$ cat src/rtl/perf_counter_bank.sv
// perf_counter_bank
//   Memory-mapped performance-counter bank on the CPU data-memory bus. It contains:
//     - a free-running cycle counter,
//     - NUM_CNT event counters, each with a sticky overflow flag,
//     - a shadow snapshot set, so several counters can be read coherently.
//   Read data is registered and is returned one cycle after the address.
//
// Ports
//   clk   : system clock
//   rst   : asynchronous, active-high reset
//   addr  : word address; only addr[5:0] is decoded
//   din   : write data
//   wren  : write strobe
//   dout  : registered read data for the previous cycle's address
//   evt   : event inputs, level-sampled every cycle
//
// Word map (addr[5:0])
//   0x00      CTRL          bit0 EN, bit1 CLR (write-1 pulse), bit2 SNAP (write-1 pulse)
//   0x01      OVF           [NUM_CNT-1:0] event overflow, [63] cycle overflow; write-1-to-clear
//   0x02      CYCLE         live cycle counter
//   0x03      CYCLE_SHADOW  read-only
//   0x08+i    EVT_i         live event counter
//   0x10+i    EVT_SHADOW_i  read-only
module perf_counter_bank #(
    parameter int unsigned NUM_CNT = 4,
    parameter int unsigned CNT_W   = 48
) (
    input  logic               clk,
    input  logic               rst,
    input  logic [63:0]        addr,
    input  logic [63:0]        din,
    input  logic               wren,
    output logic [63:0]        dout,
    input  logic [NUM_CNT-1:0] evt
);

    logic [5:0] a;
    assign a = addr[5:0];

    logic unused_addr;
    assign unused_addr = ^addr[63:6];

    // State
    logic               en_q,      en_d;
    logic [CNT_W-1:0]   cyc_q,     cyc_d;
    logic [CNT_W-1:0]   cyc_sh_q,  cyc_sh_d;
    logic               cyc_ovf_q, cyc_ovf_d;
    logic [CNT_W-1:0]   evt_q      [NUM_CNT];
    logic [CNT_W-1:0]   evt_d      [NUM_CNT];
    logic [CNT_W-1:0]   evt_sh_q   [NUM_CNT];
    logic [CNT_W-1:0]   evt_sh_d   [NUM_CNT];
    logic [NUM_CNT-1:0] ovf_q,     ovf_d;
    logic [63:0]        dout_q,    dout_d;

    // Write decode
    logic               wr_ctrl, wr_ovf, wr_cyc;
    logic [NUM_CNT-1:0] wr_evt;
    logic               clr, snap;

    always_comb begin
        wr_ctrl = wren && (a == 6'h00);
        wr_ovf  = wren && (a == 6'h01);
        wr_cyc  = wren && (a == 6'h02);
        wr_evt  = '0;
        for (int unsigned i = 0; i < NUM_CNT; i++) begin
            wr_evt[i] = wren && (a == 6'(8 + i));
        end
        clr  = wr_ctrl & din[1];
        snap = wr_ctrl & din[2];
    end

    // Increment adders. The extra top bit is the carry out, which marks a wrap.
    logic [CNT_W:0] cyc_sum;
    logic [CNT_W:0] evt_sum [NUM_CNT];

    always_comb begin
        cyc_sum = {1'b0, cyc_q} + {{CNT_W{1'b0}}, en_q};
        for (int unsigned i = 0; i < NUM_CNT; i++) begin
            evt_sum[i] = {1'b0, evt_q[i]} + {{CNT_W{1'b0}}, en_q & evt[i]};
        end
    end

    // Next-state logic. Priority, from highest to lowest:
    //   CLR > counter write > increment.
    // For an OVF bit:
    //   CLR > set by a wrap > write-1-to-clear.
    // A wrap that coincides with a write to the same counter is discarded.
    always_comb begin
        en_d      = wr_ctrl ? din[0] : en_q;

        cyc_d     = wr_cyc ? din[CNT_W-1:0] : cyc_sum[CNT_W-1:0];
        cyc_ovf_d = (cyc_ovf_q & ~(wr_ovf & din[63])) | (cyc_sum[CNT_W] & ~wr_cyc);
        cyc_sh_d  = snap ? cyc_q : cyc_sh_q;

        ovf_d = '0;
        for (int unsigned i = 0; i < NUM_CNT; i++) begin
            evt_d[i]    = wr_evt[i] ? din[CNT_W-1:0] : evt_sum[i][CNT_W-1:0];
            ovf_d[i]    = (ovf_q[i] & ~(wr_ovf & din[i])) | (evt_sum[i][CNT_W] & ~wr_evt[i]);
            evt_sh_d[i] = snap ? evt_q[i] : evt_sh_q[i];
        end

        // Shadows above have already sampled the pre-clear values, so CLR can
        // zero the live state unconditionally here.
        if (clr) begin
            cyc_d     = '0;
            cyc_ovf_d = 1'b0;
            ovf_d     = '0;
            for (int unsigned i = 0; i < NUM_CNT; i++) begin
                evt_d[i] = '0;
            end
        end
    end

    // Read mux, evaluated on the pre-edge state so read-during-write returns the old value
    always_comb begin
        dout_d = '0;
        unique case (a)
            6'h00: dout_d = 64'(en_q);
            6'h01: begin
                dout_d[NUM_CNT-1:0] = ovf_q;
                dout_d[63]          = cyc_ovf_q;
            end
            6'h02: dout_d = 64'(cyc_q);
            6'h03: dout_d = 64'(cyc_sh_q);
            default: begin
                for (int unsigned i = 0; i < NUM_CNT; i++) begin
                    if (a == 6'(8 + i))  dout_d = 64'(evt_q[i]);
                    if (a == 6'(16 + i)) dout_d = 64'(evt_sh_q[i]);
                end
            end
        endcase
    end

    always_ff @(posedge clk or posedge rst) begin
        if (rst) begin
            en_q      <= 1'b0;
            cyc_q     <= '0;
            cyc_sh_q  <= '0;
            cyc_ovf_q <= 1'b0;
            ovf_q     <= '0;
            dout_q    <= '0;
            for (int unsigned i = 0; i < NUM_CNT; i++) begin
                evt_q[i]    <= '0;
                evt_sh_q[i] <= '0;
            end
        end else begin
            en_q      <= en_d;
            cyc_q     <= cyc_d;
            cyc_sh_q  <= cyc_sh_d;
            cyc_ovf_q <= cyc_ovf_d;
            ovf_q     <= ovf_d;
            dout_q    <= dout_d;
            for (int unsigned i = 0; i < NUM_CNT; i++) begin
                evt_q[i]    <= evt_d[i];
                evt_sh_q[i] <= evt_sh_d[i];
            end
        end
    end

    assign dout = dout_q;

endmodule

$ cat config.mk
export PLATFORM = sky130hd
export DESIGN_NAME = perf_counter_bank
export DESIGN_NICKNAME = d
export VERILOG_FILES = /design/src/rtl/perf_counter_bank.sv
export SDC_FILE = /design/constraint.sdc
export NUM_CORES = 1
export LEC_CHECK = 0
export CORE_MARGIN = 5
export CORE_UTILIZATION = 29
export DETAILED_ROUTE_END_ITERATION = 8
export PLACE_DENSITY = 0.56
export RECOVER_POWER = 100
export SLEW_MARGIN = 20
export SYNTH_ARGS = -nofsm -noshare
export SYNTH_HDL_FRONTEND = slang
export SYNTH_SLANG_ARGS = --single-unit
$ cat constraint.sdc
create_clock -name clk -period 18.95 [get_ports clk]
set_clock_uncertainty 0.1 [all_clocks]
set_input_delay 1.895 -clock clk [delete_from_list [all_inputs] [get_ports clk]]
set_output_delay 1.895 -clock clk [all_outputs]
set_load 0.01 [all_outputs]
Word level (Yosys, flattened, before mapping)

Cells that the tools add are included.

RAM bits: 0
Memory bits (read-only): 0
Output and inout bits: 64
Latch bits: 0
Input port bits: 135
Memories: 0
Logic and storage cells: 96
Flip-flop bits (word level): 550

Equal/unequal tests: 11
Mux-type cells: 20
Bitwise gates (word level): 36
Shifts and indexed selects: 0
Reductions and logical operators: 10
$lt $le $gt $ge: 0
Divide/modulo/power cells: 0
Add/sub/neg operators: 5
Multipliers: 0

Operator list:

| operator           | count |
|---|---|
| $mux 64            | 7 |
| $mux 48            | 7 |
| $add 48x1->49      | 5 |
| $mux 192           | 1 |
| $pmux 59 s3        | 1 |
| $eq 6x4->1 const B | 4 |
| $eq 6x5->1 const B | 4 |
| $and 1x1->1        | 21 |
| $pmux 4 s4         | 1 |
| $eq 6x2->1 const B | 2 |
| $not 1->1          | 10 |
| $logic_and 1x1->1  | 7 |
| $eq 6x1->1 const B | 1 |
| $logic_not 6->1    | 1 |
| $or 1x1->1         | 5 |
| $mux 4             | 1 |
| $reduce_or 3->1    | 1 |
| $pmux 1 s2         | 1 |
| $reduce_or 2->1    | 1 |
| $mux 1             | 1 |

Longest topological paths before layout

Gate-level depths: netlist of run 1.

Depth in word-level cells: 10
Mapped depth: 10
Mapped depth without buffers: 9

Worst setup path before layout of run 1

Ideal clock, no wire load.

Kind: input-to-reg
Start point: input port evt[3]
End point: register evt_q[46] (netlist name)
Setup time: 137 ps
Arrival time: 3612 ps
Cell stages on the path: 9
Path buffers: 0
Setup slack: 15101 ps
Data required time: 18713 ps
Path through: and2_1 > ha_1 > ha_1 > and4_1 > nand3_1 > or3_1 > nor4_1 > xnor2_1 > a21oi_1

RTL lines:

| item                          | line | text |
|---|---|---|
| start, declared               | 34   | `input logic [NUM_CNT-1:0] evt` |
| end signal, assigned by index | 154  | `evt_q[i] <= evt_d[i];` |
| end, declared                 | 48   | `logic [CNT_W-1:0] evt_q [NUM_CNT];` |

==> results of run 1 <==
==> layout by cell type (no fill, tap or decap), drive strengths merged, types with 3 or more instances in the layout <==
master         Yosys  routed
inv               48      47
and3              19      19
and4              18      18
clkinv             0      13
nor2b              6       6
clkdlybuf4s50      0      58
a221oi            52      52
diode              0       6
ha                10      10
nor3             106     106
o211ai            43      43
and2               9       9
a22o               4       4
dlygate4sd3        0      51
nor4              32      32
xnor2            152     152
buf               76      33
or2                3       3
or4                7       7
o221ai            46      46
dfrtp            535     535
nand4             60      60
nand3             94      94
conb               1      15
o21ai            241     241
a221o             32      32
nor2             164     164
mux2             200     200
or3                3       3
bufinv             0       4
xor2              77      77
a21oi            195     195
a211oi            51      51
nand2            196     196
nand2b             5       5
o22ai             44      44
clkbuf           137      94
mux2i             46      46
nor4b              3       3
==> per-layer routing <==
layer	wire, um	share of wire, %	global-route usage, %
met5	35	0.038	0
met3	6040	6.5	3.64
met1	40200	43	23.6
met4	2620	2.8	4.98
met2	44300	48	29.7
==> state kept, by name, summed over array words and instances (netlist names) <==
| register | count |
|---|---|
| cyc_sh_q | 48 |
| cyc_ovf_q | 1 |
| en_q | 1 |
| ovf_q | 4 |
| dout | 49 |
| evt_q | 192 |
| cyc_q | 48 |
| evt_sh_q | 192 |
==> tightest hold or removal path, stage by stage, from the launching register on <==
cell and delay (ps):
dfrtp_1 340, nand2_1 50, o21ai_0 60
==> worst min-delay path by stage <==
| stage | start | to | slack, ps | cells past startpoint |
|---|---|---|---|---|
| after floorplan | cyc_sh_q[19] | cyc_sh_q[19] | 350 | 2 |
| after global placement | evt_sh_q[53] | evt_sh_q[53] | 360 | 2 |
| after detailed placement | evt_sh_q[84] | evt_sh_q[84] | 370 | 2 |
| after CTS | evt_sh_q[84] | evt_sh_q[84] | 380 | 2 |
| after global routing | evt_sh_q[138] | evt_sh_q[138] | 390 | 2 |
| final | evt_sh_q[132] | evt_sh_q[132] | 380 | 2 |
==> logic make-up after synthesis <==
| kind of cell | Yosys count | synth area share (%) |
|---|---|---|
| AO/OA/AOI/OAI | 720 | 16.3 |
| adder cells (fa/ha/maj) | 10 | 0.456 |
| multiplexers | 247 | 9.96 |
| other | 1 | 0.0137 |
| flip-flops | 535 | 48.8 |
| XOR/XNOR | 229 | 7.31 |
| buffers and inverters | 261 | 4.06 |
| AND/OR/NAND/NOR | 728 | 13.1 |
==> power by group through the flow <==
stage / clock network, mW / registers, mW / logic, mW
2_1_floorplan: 0 / 1.46 / 0.314
3_3_place_gp: 0 / 1.53 / 0.394
3_5_place_dp: 0 / 1.53 / 0.400
4_1_cts: 1.17 / 1.51 / 0.404
5_1_grt: 1.21 / 1.54 / 0.447
6_report: 1.15 / 1.52 / 0.401
==> stage by stage <==
| step | setup slack [ps] | instances | utilization [%] | cell area, sq um | power, mW |
|---|---|---|---|---|---|
| 2_1_floorplan | 2000 | 2745 | - | 27500 | 1.78 |
| 3_5_place_dp | 12820 | 3934 | 31.7 | 29700 | 1.93 |
| 3_3_place_gp | 12830 | 3934 | 31.7 | 29700 | 1.92 |
| 4_1_cts | 13480 | 4039 | 33.7 | 31600 | 3.09 |
| 5_1_grt | 7050 | 4040 | 33.7 | 31500 | 3.20 |
| 6_report | 8850 | 4046 | 33.7 | 31500 | 3.07 |
==> cell type report <==
cell class | count | area, sq um
Antenna cell | 6 | 15.0
Inverter | 48 | 181
Sequential cell | 535 | 13400
Multi-Input combinational cell | 1949 | 13100
Tap cell | 1254 | 1570
Fill cell | 9528 | 62100
Clock buffer | 87 | 1690
Timing Repair Buffer | 149 | 1410
Clock inverter | 18 | 208
==> metrics.yaml, run 1 <==
routing:
  avgViaCountPerCell: 5.42
  dr.first_iter.drc_count: 1760
  ant_nets: 0
  finalWirelength_um: 93200
  post_drt_wl_per_cell_um: 23.0
  num_vias: 21900
  drc: 0
  drt_pass1_iterations: 5
logic_synthesis:
  synth_area_sq_um: 27500
  synth_warnings: 0
  synthFlopType: "dfrtp_1"
  synth-seq-cells: 535
  async_reset_ff_share_pct: 100
  syn_area_per_cell_sq_um: 10.1
  post-synth-top-area-fraction_pct: 48.8
  ys_top_cells_by_area: "dfrtp_1 49%, mux2_2 8.2%, xnor2_1 4.8%"
  ys_types: 60
  yosysMostFrequentCell: "dfrtp_1"
  synth_cells: 2731
  ys_seq_area_share_pct: 48.8
  synth.top_cells.by_count: "535 x dfrtp_1, 240 x o21ai_0, 200 x mux2_2, 196 x nand2_1, 195 x a21oi_1"
  yosysTopAreaCell: "dfrtp_1"
  synth_edf_count: 0
die:
  io_pins: 199
  die_y_um: 318
  die_area_sq_um: 101000
  num_rows: 112
  start_util_pct: 29.3
  core_area_sq_um: 93600
  fp.dieW_um: 318
clock_network:
  clk_latency_ps: 620
  cts_tree: "built"
  numCtsBuffers: 56
  clkTransAtPathRegs_ps: 60
  cts-root-buf: "clkbuf_16"
  clk_path_buf_depth: 3
  post_cts.repair.setup_buffers: 0
  clkSinkCount: 535
  ctsHoldBuffers: 0
  post_cts_resized: 0
  h-tree-depth: 2
pwr:
  ir_worst_vdd_uv: 69.8
  p_per_area_nw_per_um2: 97.2
  p_sw_mw: 0.896
  seq_power_share_pct: 49.5
  swShare_pct: 29.2
  pwr-share-comb_pct: 13.1
  p_leak_nw: 13.1
  clock_power_share_pct: 37.4
  intPower_mw: 2.17
placed_design:
  place_congestion: 0.858
  hpwl_um: 61800
  io_buffers: 110
worst_setup_path:
  path_depth: 5
  start_kind: "primary input"
  crit_required_ps: 19460
  crit_chain: "dlygate4sd3_1 -> clkinvlp_2 -> clkbuf_1 -> buf_4 -> buf_12"
  cp_max_fo: 155
  reg2reg_slack_ps: 15000
  crit_path_end: "evt_sh_q[23]"
  cpMaxStageDelayCell: "clkinvlp_2"
  startpoint: "rst"
  cp_slowest_stage_delay_ps: 3040
  crit_arrival_ps: 10610
  cpLargestDelayFamily: "buffers and inverters"
  worst-path-buf-inv: 5
  cp-end-kind: "async pin"
  crit_type: "in -> async"
  reg2reg_to: "ovf_q[3]"
  timing.rr.start: "en_q"
  r2r_cells: 9
flow_run:
  cap_viol_max_count: 10
sta:
  hold_viol_final: 0
  layout_min_cycle_time_ps: 10100
  rsz0062_at_grt: "no"
  tightestPinTransition_ps: 5670
  fmax_ghz: 0.0990
  setup_viol: 0
  fin_crit_sh_pct: 53.3
  tns_ps: 0
  maxSlewViolCount: 667
  relSlewSlack_pct: -278
  holdWs_ps: 379
global_route:
  grt_pass1_wl_um: 142000
  grt_overflow: 0
  grt_pass1_vias: 21800
  grt_usage_pct: 17.8
  antenna_found_initial: 18
  grt_max_degree: 179
hold_path:
  hp-class: "reg -> reg"
run_status:
  status: "complete, but fails checks"
  violations: "max-capacitance violations, max-slew violations"
layout:
  area_delta_synth_final_pct: 14.9
  fin_nets: 2884
  drive_gt1_share_pct: 12.7
Power figures use the tool's default switching activity.
==> run 2, diff against run 1 <==
==> constraint.sdc (replaced) <==
create_clock -name clk -period 10.04 [get_ports clk]
set_clock_uncertainty 0.1 [all_clocks]
set_input_delay 1.004 -clock clk [delete_from_list [all_inputs] [get_ports clk]]
set_output_delay 1.004 -clock clk [all_outputs]
set_load 0.01 [all_outputs]
==> metrics.yaml, run 2 (synthesis results as in run 1) <==
run_status:
  status: "complete, but fails checks"
  violations: "max-capacitance violations, max-slew violations"
global_route:
  grt_max_degree: 166
  grt_pass1_vias: 21500
  grt_usage_pct: 17.9
  antenna_found_initial: 14
  grt_pass1_wl_um: 142000
  grt_overflow: 0
sta:
  tightestPinTransition_ps: 4220
  tns_ps: 0
  rsz0062_at_grt: "no"
  hold_viol_final: 0
  relSlewSlack_pct: -182
  setup_viol: 0
  fin_crit_sh_pct: 70.1
  maxSlewViolCount: 510
  fmax_ghz: 0.142
  layout_min_cycle_time_ps: 7040
pwr:
  intPower_mw: 4.13
  seq_power_share_pct: 49.1
  clock_power_share_pct: 38.0
  swShare_pct: 29.3
  ir_worst_vdd_uv: 150
  p_per_area_nw_per_um2: 185
  p_leak_nw: 13.1
  pwr-share-comb_pct: 12.9
  p_sw_mw: 1.71
  finalPower_mw: 5.84
routing:
  drt_pass1_iterations: 5
  drc: 0
  post_drt_wl_per_cell_um: 23.1
  avgViaCountPerCell: 5.42
  num_vias: 22000
  dr.first_iter.drc_count: 1793
  ant_nets: 0
  finalWirelength_um: 93500
worst_setup_path:
  cp-end-kind: "flop"
  start_kind: "primary input"
  crit_type: "in -> reg"
  crit_chain: "dlygate4sd3_1 -> or4b_1 -> nor2_4 -> buf_4 -> clkbuf_1 -> nand2_4 -> o21ai_0 -> a21oi_1"
  reg2reg_slack_ps: 6180
  cpMaxStageDelayCell: "clkbuf_1"
  crit_arrival_ps: 7400
  cpLargestDelayFamily: "buffers and inverters"
  cp_slowest_stage_delay_ps: 2410
  cp_max_fo: 93
  worst-path-buf-inv: 3
  crit_required_ps: 10400
clock_network:
  post_cts.repair.setup_buffers: 0
  numCtsBuffers: 57
  clk_latency_ps: 630
  cts_tree: "built"
  clkSinkCount: 535
  post_cts_resized: 0
  clkTransAtPathRegs_ps: 60
  ctsHoldBuffers: 0
  cts-root-buf: "clkbuf_16"
  clk_path_buf_depth: 3
  h-tree-depth: 2
hold_path:
  hp-class: "reg -> reg"
placed_design:
  placed_cell_area_sq_um: 29700
  io_buffers: 110
  place_congestion: 0.865
  hpwl_um: 62200
  place_inst: 3939
layout:
  fin_nets: 2890
  register_area_sq_um: 13400
  area_delta_synth_final_pct: 15.1
  drive_gt1_share_pct: 12.9
  postLayoutCellArea_sq_um: 31600
  final_util_pct: 33.8
  multiInputGateArea_sq_um: 13100
  fillers: 9598
  final_common_cell: "dfrtp_1"
  final_cell_mix: "535 x dfrtp_1, 241 x o21ai_0, 200 x mux2_2, 195 x a21oi_1, 190 x nand2_1"
  fin_cells: 4049
die:
  fp.dieW_um: 318
  core_area_sq_um: 93600
  die_area_sq_um: 101000
  io_pins: 199
  num_rows: 112
  die_y_um: 318
  start_util_pct: 29.3
flow_run:
  cap_viol_max_count: 8
-- run 2: cell count changes in the layout (fill, tap and decap cells not counted), moves of 2 or more --
cell,change
clkbuf_8,-2
bufinv_16,+2
nand2_4,+2
buf_4,+6
clkinv_2,-3
nand2_1,-2
-- run 2: worst paths after layout --
path / startpoint / endpoint / depth (start not counted)
worst min register to register: evt_sh_q[79] / evt_sh_q[79] / 2
max in group asynchronous: rst / evt_sh_q[10] / 3
min in group asynchronous: rst / dout[47] / 2
worst min-delay path: evt_sh_q[79] / evt_sh_q[79] / 2
worst max-delay path: addr[4] / evt_q[79] / 8
worst max register to register: en_q / ovf_q[3] / 9
-- run 2: area by class of cell --
type | count | area share, %
flip-flops and latches | 535 | 42.4
multi-input cells | 1949 | 41.4
clock buffers | 86 | 5.27
well taps | 1254 | 4.96
repair buffers | 154 | 4.54
clock inverters | 17 | 0.808
inverters | 48 | 0.574
diodes | 6 | 0.0475
-- run 2: per-stage QoR --
stage / hold WS (ps) / worst slack (ps)
detailed placement: 370 / 4580
CTS: 383 / 5250
floorplan: 350 / 1660
global route: 401 / 2750
finish: 381 / 3000
global placement: 362 / 4570
-- run 2: worst reg2reg max path: stages, from the launching register on --
cell and delay (ps):
dfrtp_1 490, and2_1 190, ha_1 240, ha_1 240, and4_1 290, nand3_1 360
nor4_2 960, nor4bb_1 720, a21oi_1 90, nor2_1 120
-- run 2: layer usage --
layer  vias up  routed length [um]  global-route usage, %
li1      10000                   -                      -
met1     11100               40300                   24.0
met2       626               44500                   29.8
met3       147                6130                   3.65
met4        10                2550                   4.81
met5         -                  68                      0
-- run 2: power groups by stage --
stage	clock (mW)	combinational, mW	sequential (mW)
5_1_grt	2.34	0.845	2.92
3_3_place_gp	0	0.744	2.88
4_1_cts	2.25	0.763	2.86
2_1_floorplan	0	0.593	2.76
3_5_place_dp	0	0.756	2.89
6_report	2.22	0.756	2.87
